[config.mk]
export PLATFORM = sky130hd
export DESIGN_NAME = seg7_blink_display
export DESIGN_NICKNAME = d
export VERILOG_FILES = /design/src/rtl/seg7_pkg.sv /design/src/rtl/seg7_blink_display_bin2bcd8.sv /design/src/rtl/seg7_blink_display.sv
export SDC_FILE = /design/constraint.sdc
export NUM_CORES = 1
export LEC_CHECK = 0
export CORE_MARGIN = 10
export CORE_UTILIZATION = 57
export DETAILED_ROUTE_END_ITERATION = 6
export PLACE_DENSITY = 0.82
export RECOVER_POWER = 50
export SLEW_MARGIN = 20
export SYNTH_ARGS = -nofsm -noshare
export SYNTH_HDL_FRONTEND = slang
export SYNTH_SLANG_ARGS = --single-unit
export TNS_END_PERCENT = 50
[constraint.sdc]
create_clock -name clk -period 6.3 [get_ports clk]
set_input_delay 0.945 -clock clk [delete_from_list [all_inputs] [get_ports clk]]
set_output_delay 0.945 -clock clk [all_outputs]
set_load 0.03 [all_outputs]
[src/rtl/seg7_pkg.sv]
// Shared constants for the seven-segment display driver: segment lookup,
// blank pattern and digit-index width.
package seg7_pkg;

  localparam int DIGIT_W = 2;

  localparam logic [6:0] SEG_BLANK = 7'h00;

  // Entry n is the a..g pattern for decimal digit n (bit0 = a, bit6 = g).
  localparam logic [9:0][6:0] SEG_LUT = {
    7'h6F, 7'h7F, 7'h07, 7'h7D, 7'h6D,
    7'h66, 7'h4F, 7'h5B, 7'h06, 7'h3F
  };

  function automatic logic [6:0] seg_encode(input logic [3:0] nib);
    if (nib > 4'd9) return SEG_BLANK;
    return SEG_LUT[nib];
  endfunction

endpackage

[src/rtl/seg7_blink_display_bin2bcd8.sv]
// Combinational 8-bit binary to two-digit packed BCD {tens, ones}.
// Hundreds are dropped, so 137 converts to 8'h37.
module bin2bcd8
  import seg7_pkg::*;
(
  input  logic [7:0] i_bin,
  output logic [7:0] o_bcd
);

  logic [3:0] w_tens;
  logic [3:0] w_ones;

  assign w_tens = 4'((i_bin / 8'd10) % 8'd10);
  assign w_ones = 4'(i_bin % 8'd10);
  assign o_bcd  = {w_tens, w_ones};

endmodule

[src/rtl/seg7_blink_display.sv]
// Eight-digit, two-group multiplexed seven-segment driver with per-digit
// decimal points and blink; both 4-digit groups scan the same slot in parallel.
module seg7_blink_display
  import seg7_pkg::*;
#(
  parameter int SCAN_DIV  = 100000,
  parameter int BLINK_DIV = 25000000
) (
  input  logic       clk,
  input  logic       rst_n,
  input  logic [7:0] val3,
  input  logic [7:0] val2,
  input  logic [7:0] val1,
  input  logic [7:0] val0,
  input  logic [7:0] dp,
  input  logic [7:0] star,
  input  logic       blink_all,
  output logic [6:0] a_to_g1,
  output logic [3:0] an1,
  output logic       dp1,
  output logic [6:0] a_to_g2,
  output logic [3:0] an2,
  output logic       dp2
);

  localparam int SCAN_W  = $clog2(SCAN_DIV);
  localparam int BLINK_W = $clog2(BLINK_DIV);

  logic [SCAN_W-1:0]  r_scan_cnt;
  logic [DIGIT_W-1:0] r_k;
  logic [BLINK_W-1:0] r_blink_cnt;
  logic               r_blink_phase;

  logic [6:0] r_seg1, r_seg2;
  logic [3:0] r_an1, r_an2;
  logic       r_dp1, r_dp2;

  logic [7:0] w_bcd3, w_bcd2, w_bcd1, w_bcd0;
  logic [3:0] w_nib1, w_nib2;
  logic [2:0] w_idx1, w_idx2;
  logic       w_blank1, w_blank2;
  logic       w_scan_wrap, w_blink_wrap;
  logic [3:0] w_an;

  bin2bcd8 u_bcd3 (.i_bin(val3), .o_bcd(w_bcd3));
  bin2bcd8 u_bcd2 (.i_bin(val2), .o_bcd(w_bcd2));
  bin2bcd8 u_bcd1 (.i_bin(val1), .o_bcd(w_bcd1));
  bin2bcd8 u_bcd0 (.i_bin(val0), .o_bcd(w_bcd0));

  // Group 1 shows digit 4+k, group 2 shows digit k; odd digits are tens.
  always_comb begin
    w_nib1 = w_bcd2[3:0];
    w_nib2 = w_bcd0[3:0];
    case (r_k)
      2'd0: begin w_nib1 = w_bcd2[3:0]; w_nib2 = w_bcd0[3:0]; end
      2'd1: begin w_nib1 = w_bcd2[7:4]; w_nib2 = w_bcd0[7:4]; end
      2'd2: begin w_nib1 = w_bcd3[3:0]; w_nib2 = w_bcd1[3:0]; end
      default: begin w_nib1 = w_bcd3[7:4]; w_nib2 = w_bcd1[7:4]; end
    endcase
  end

  assign w_idx1   = {1'b1, r_k};
  assign w_idx2   = {1'b0, r_k};
  assign w_blank1 = ~r_blink_phase & (star[w_idx1] | blink_all);
  assign w_blank2 = ~r_blink_phase & (star[w_idx2] | blink_all);
  assign w_an     = 4'b0001 << r_k;

  assign w_scan_wrap  = (r_scan_cnt == SCAN_W'(SCAN_DIV - 1));
  assign w_blink_wrap = (r_blink_cnt == BLINK_W'(BLINK_DIV - 1));

  // Outputs are built from the same r_k sample as an, so select and
  // segment data always change together.
  always_ff @(posedge clk) begin
    if (!rst_n) begin
      r_scan_cnt    <= '0;
      r_k           <= '0;
      r_blink_cnt   <= '0;
      r_blink_phase <= 1'b1;
      r_seg1        <= '0;
      r_seg2        <= '0;
      r_an1         <= '0;
      r_an2         <= '0;
      r_dp1         <= 1'b0;
      r_dp2         <= 1'b0;
    end else begin
      if (w_scan_wrap) begin
        r_scan_cnt <= '0;
        r_k        <= r_k + DIGIT_W'(1);
      end else begin
        r_scan_cnt <= r_scan_cnt + SCAN_W'(1);
      end

      if (w_blink_wrap) begin
        r_blink_cnt   <= '0;
        r_blink_phase <= ~r_blink_phase;
      end else begin
        r_blink_cnt <= r_blink_cnt + BLINK_W'(1);
      end

      r_an1  <= w_an;
      r_an2  <= w_an;
      r_seg1 <= w_blank1 ? SEG_BLANK : seg_encode(w_nib1);
      r_seg2 <= w_blank2 ? SEG_BLANK : seg_encode(w_nib2);
      r_dp1  <= ~w_blank1 & dp[w_idx1];
      r_dp2  <= ~w_blank2 & dp[w_idx2];
    end
  end

  assign a_to_g1 = r_seg1;
  assign an1     = r_an1;
  assign dp1     = r_dp1;
  assign a_to_g2 = r_seg2;
  assign an2     = r_an2;
  assign dp2     = r_dp2;

endmodule

**Yosys cells after proc, flatten, opt, wreduce, memory -nomap -nowiden**

Memories as Yosys holds them, arrays and structs flattened.
Index checks and enable logic that the tools add are counted.
W data, S select, Z words.

- Word-level logic and storage cells: 72
- Input port bits: 51
- Memory bits (read-only): 224
- Output and inout port bits: 24
- Bits in registers: 65
- Bits in latches: 0
- RAM bits: 0
- Memories: 2

- Shift-type cells: 1
- Eq/ne operators: 4
- $lt $le $gt $ge: 6
- Multipliers: 0
- $add $sub $neg: 3
- Reductions and logical operators: 5
- Bitwise gates (word level): 10
- Mux-type cells: 20
- Divide/modulo/power cells: 12

Memories:

| memory | depth | bits a word | read ports | clocked after Yosys merged registers in | write ports | RTL line | source |
|---|---|---|---|---|---|---|---|
| (name not given) | 16 | 7 | 1 | 0 | 0 | seg7_pkg.sv:17 | `return SEG_LUT[nib];` |
| (name not given) | 16 | 7 | 1 | 0 | 0 | seg7_pkg.sv:17 |  |

Operators with widths:

| kind | count |
|---|---|
| $mod A8 B4 Y8 const B | 8 |
| $mux W7 | 6 |
| $div A8 B4 Y8 const B | 4 |
| $add A25 B1 Y25 const B | 1 |
| $eq A25 B25 Y1 const B | 1 |
| $pmux W4 S3 | 2 |
| $add A17 B1 Y17 const B | 1 |
| $eq A17 B17 Y1 const B | 1 |
| $lt A4 B5 Y1 const B | 2 |
| $bmux W1 S2 | 4 |
| $gt A4 B4 Y1 const B | 2 |
| $mux W1 | 8 |
| $reduce_or A2 Y1 | 4 |
| $and A1 B1 Y1 | 4 |
| $lt A2 B4 Y1 const B | 1 |
| $lt A3 B4 Y1 const B | 1 |
| $not A1 Y1 | 4 |
| $shl A1 B2 Y4 const A | 1 |
| $add A2 B1 Y2 const B | 1 |
| $eq A2 B1 Y1 const B | 1 |
| $eq A2 B2 Y1 const B | 1 |
| $logic_not A2 Y1 | 1 |
| $or A1 B1 Y1 | 2 |

**Longest topological paths before layout**

- Word-level depth: 7
- Depth in mapped cells: 29
- Mapped depth without buffers: 24

**Hierarchy**

From an unflattened synthesis, not the netlist that was laid out.

- Cell total of the unflattened synthesis: 878
- Area, all modules: 6851.6 µm²

By module, submodules not included:

| module | area an instance (µm²) | instances | seq. area each (µm²) | cells an instance |
|---|---|---|---|---|
| seg7_blink_display | 3448.3 | 1 | 1301.2 | 386 |
| bin2bcd8 | 850.8 | 4 | 0.0 | 123 |

**Worst setup path after synthesis**

Ideal clock, no wire load.

- Path kind: register to register
- From: reg r_k[1]
- To: reg r_seg1[6], in the netlist a_to_g1[6]
- Clock period less this slack: 5.282 ns
- Setup slack: 1.018 ns
- Data required time: 6.179 ns
- Data arrival time: 5.161 ns
- Library setup time: 0.121 ns
- Buffers on the path: 3
- Stages on the path, launching flop included: 25
- Cell sequence: dfxtp_1 -> clkbuf_1 -> inv_1 -> ha_1 -> buf_6 -> mux2_2 -> maj3_1 -> o21ai_0 -> a21o_1 -> mux2i_1 -> a311oi_1 -> ha_1 -> inv_1 -> o41ai_4 -> mux2_4 -> buf_2 -> nor2_1 -> nor2_1 -> o21ai_0 -> inv_1 -> ha_1 -> or2_2 -> o22ai_1 -> a211o_1 -> o21ai_0

- Word-level cells in the longest chain between the ends: 6
- Elaborated cells on any way between the ends: 15
- Those cells by class: 1 x order compare; 2 x eq/ne; 7 x mux; 2 x bitwise; 2 x reduce/logical; 1 x memory

Ends and longest elaborated chain:

| element | RTL line | source |
|---|---|---|
| start: declaration | seg7_blink_display.sv:30 | `logic [DIGIT_W-1:0] r_k;` |
| start signal: assignment | seg7_blink_display.sv:88 | `r_k <= r_k + DIGIT_W'(1);` |
| $eq A2 B2 Y1 (tied with other cells) | seg7_blink_display.sv:54 | `case (r_k)` |
| $pmux W4 S3 | seg7_blink_display.sv:54 |  |
| $gt A4 B4 Y1 | seg7_pkg.sv:16 | `if (nib > 4'd9) return SEG_BLANK;` |
| $mux W1 | seg7_pkg.sv:16 |  |
| $mux W1 | seg7_blink_display.sv:74 | `if (!rst_n) begin` |
| $mux W7 | seg7_pkg.sv:17 |  |
| end signal: assignment | seg7_blink_display.sv:102 | `r_seg1 <= w_blank1 ? SEG_BLANK : seg_encode(w_nib1);` |
| end: declaration | seg7_blink_display.sv:34 | `logic [6:0] r_seg1, r_seg2;` |

Parallel ways exist; a longest one is shown, timed or not. The select of a mux whose other input is x is not followed.
A chain may end at the register's enable or synchronous reset.

**Worst setup path in the final report**

- From: reg r_k[1]
- To: reg r_seg2[1], in the netlist a_to_g2[1]

- Word-level cells in the longest chain between the ends: 6
- Elaborated cells on any way between the ends: 15
- Those cells by class: 1 x order compare; 2 x eq/ne; 7 x mux; 2 x bitwise; 2 x reduce/logical; 1 x memory

Ends and longest elaborated chain:

| element | RTL line | source |
|---|---|---|
| $eq A2 B2 Y1 (tied with other cells) | seg7_blink_display.sv:54 |  |
| $pmux W4 S3 | seg7_blink_display.sv:54 |  |
| $gt A4 B4 Y1 | seg7_pkg.sv:16 |  |
| $mux W1 | seg7_pkg.sv:16 |  |
| $mux W1 | seg7_blink_display.sv:74 |  |
| $mux W7 | seg7_pkg.sv:17 |  |
| end signal: assignment | seg7_blink_display.sv:103 | `r_seg2 <= w_blank2 ? SEG_BLANK : seg_encode(w_nib2);` |
| end: declaration | seg7_blink_display.sv:34 |  |

Parallel ways exist; a longest one is shown, timed or not. The select of a mux whose other input is x is not followed.

==> summary.txt <==
Run status
  • Status: completed

Global route
  • Pin count of the biggest net entering global routing: 31
  • Vias in the first global route: 5460
  • Initial antenna violation count: 0
  • First-pass GRT wire length: 25200 um
  • GRT overflow: 0
  • Gr usage total: 19.9%

Worst setup path
  • WP data required: 6.51 ns
  • Crit path kind: register to register
  • Startpoint types: register
  • Max incr delay on CP: 0.65 ns
  • Critical path fanouts, max: 19
  • Worst-path cell chain: inv_1, ha_4, buf_4, mux2i_2, nor3_1, o31ai_4, a21oi_1, nor4_1, o21ba_2, ha_1, o21ai_0, o21ai_0, a222oi_1, o221ai_1, a22o_1, o211a_1, a21oi_1, inv_1, ha_1, or2_2, nor2_1, o32ai_1
  • Crit. End Element: register
  • CP arrival: 5.91 ns
  • Slowest CP cell: mux2i_2

Synthesis
  • Sequential fraction of the synthesis area: 22.6%
  • Post-synth EDFFs: 0
  • Synth Instances: 715
  • Warnings from Yosys: 0
  • Syn nets: 793
  • Synthesized area per cell: 8.06 sq um
  • Synth cell types: 93
  • Flops & latches, synth: 65
  • Synth Cell Area: 5760 sq um
  • FFs w/ async S/R, synth: 0%
  • Main synth FF type: dfxtp_1

CTS
  • Clock Path Buffers: 2
  • CTS Sinks: 65
  • CTS H-tree lvls: 3
  • Post-CTS Repair Setup Buffers: 0
  • CTS root buf: clkbuf_8
  • CTS tree: done
  • Cts repair resizes: 0
  • CTS Buf Count: 9
  • Hold-fix buffers at CTS: 0
  • Worst skew pair latency: 0.35 ns
  • Clock transition at path regs: 0.07 ns

Hold path
  • Hold Path Class: register to register

Floorplanning
  • I/O pin cnt: 75
  • Area of the die: 14500 sq um
  • Die extent in x: 121 um
  • Die span in y: 121 um
  • Core Footprint: 9820 sq um
  • # rows: 36
  • Initial Utilization: 58.7%

Run
  • MaxCap Viol Count: 0

Finish
  • Final cell count without fillers: 918
  • Commonest non-fill, non-tap cell in the layout: nor2_1
  • Most frequent cells in the layout: nor2_1, dfxtp_1, nand2_1
  • Layout cells sized above 1: 10.2%
  • Multi-input logic area: 4200 sq um
  • Final net count: 858
  • Filler Cells Inserted: 786
  • Area growth, synth to finish: 18.1%
  • FF+latch area: 1300 sq um
  • Antenna Diode Count: 0

Placement
  • DPL Wire Length: 11500 um
  • IO buf count: 74
  • Placer Congestion: 0.922
  • Inst Count DP: 902

Power and ir drop
  • Pwr Density: 191 nW/um^2
  • Peak VDD IR: 0.000180 V
  • Leakage power: 2.59 nW
  • PnR Total Power: 1.30 mW

Timing
  • Worst slew pin tran: 0.906 ns
  • Clock skew: 0.00687 ns
  • Sum Neg Setup Slack: 0 ns
  • Fin crit period: 5.70 ns
  • Setup violators final: 0
  • Rel. slew slack: 39.6%
  • Final hold violations: 0
  • Crit share post-route: 90.5%
  • Max Clk Rate: 175 MHz
  • Final Max Slew Viols: 0
  • RSZ-0062 raised after global routing: no

Detailed routing
  • WL final: 15100 um
  • 1st-pass router iterations: 5
  • Avg WL per Cell: 16.4 um
  • Iter 0 DRT Violations: 511
  • Post-route DRC: 0
  • Vias/cell: 6.32
  • Vias: 5798
  • DRT antenna net count: 0
==> cells in the mapped netlist, drive strengths merged, types with 4 or more instances <==
cell	instances	area (sq um)
nor4b	4	35.0
nor2b	4	25.0
nand2b	7	43.8
and3	15	93.8
a22o	10	87.6
a211oi	11	92.6
a221oi	8	70.1
or2	7	46.3
mux2	14	176
a22oi	14	105
a221o	4	40.0
dfxtp	65	1300
o211ai	10	80.1
or4	4	30.0
and2	6	37.5
mux2i	16	204
o21a	6	45.0
xor2	24	210
o32ai	6	52.6
clkbuf	14	52.6
a31oi	10	77.6
a21oi	31	155
xnor2	17	149
o31ai	4	57.6
o21ai	43	215
nand3	52	270
nor2	73	277
or3	6	37.5
buf	21	154
nand4	9	56.3
nor3	20	105
nor4	8	50.1
a21o	4	30.0
nand2	57	216
a2bb2oi	5	50.0
mux4	4	90.1
inv	20	75.1
ha	27	338
and4	6	52.6
o22ai	7	57.6
==> kinds of logic (layout without fill, tap and decap cells) <==
logic type / Yosys count / after routing / share of synthesized area [%]
flip-flops: 65 / 65 / 22.6
multiplexers: 34 / 34 / 8.17
AND/OR/NAND/NOR: 281 / 281 / 24.4
AO/OA/AOI/OAI: 209 / 209 / 27.4
adder cells (fa/ha/maj): 30 / 30 / 6.41
buffers and inverters: 55 / 125 / 4.89
XOR/XNOR: 41 / 41 / 6.23
==> per-layer routing <==
layer / global-route usage, % / wire length, um / vias to the layer above
met2: 35.2 / 7610 / 213
met1: 23.8 / 6430 / 2718
met4: 5.58 / 229 / 0
met3: 3.96 / 808 / 31
met5: 0 / 0 / -
li1: - / - / 2836
==> power breakdown <==
part / internal [mW] / switching, mW
clock network: 0.222 / 0.160
registers: 0.439 / 0.00999
logic: 0.194 / 0.274
==> critical path, delay by kind of cell, from the launching register on <==
family                   cells  cell delay [ns]
AND/OR/NAND/NOR              4             0.92
flip-flops                   1             0.32
adder cells (fa/ha/maj)      3             0.82
multiplexers                 1             0.65
buffers and inverters        3             0.60
AO/OA/AOI/OAI               11             2.25
==> flip-flops by register name (all words and copies together), names as in the netlist <==
register / count
r_k: 2
r_blink_cnt: 25
an2: 4
r_scan_cnt: 17
a_to_g1: 7
dp1: 1
a_to_g2: 7
dp2: 1
r_blink_phase: 1
==> metrics by stage <==
step	hold slack (ns)	setup WS, ns	utilization [%]	instance area (sq um)
final	0.468	0.597	69.3	6810
after global placement	0.448	0.424	67.0	6580
after floorplan	0.430	1.02	-	5760
after CTS	0.473	0.424	69.1	6790
after global routing	0.495	0.0544	69.3	6810
after detailed placement	0.456	0.158	67.0	6580
==> worst paths after layout <==
path | from | endpoint | slack (ns) | cells after the start
min | r_scan_cnt[0] | r_scan_cnt[0] | 0.47 | 1
max | r_k[1] | a_to_g2[1] | 0.60 | 22
min reg2reg | r_scan_cnt[0] | r_scan_cnt[0] | 0.47 | 1
max reg2reg | r_k[1] | a_to_g2[1] | 0.60 | 22
==> layout make-up <==
class	count	share of cell area, %
clock buffer	11	1.93
tap	133	2.45
inverter	20	1.10
multi-input combinational	595	61.7
sequential	65	19.1
timing repair buffer	89	12.5
clock inverter	5	1.18
Note: power is estimated with default switching activity, not from simulation.
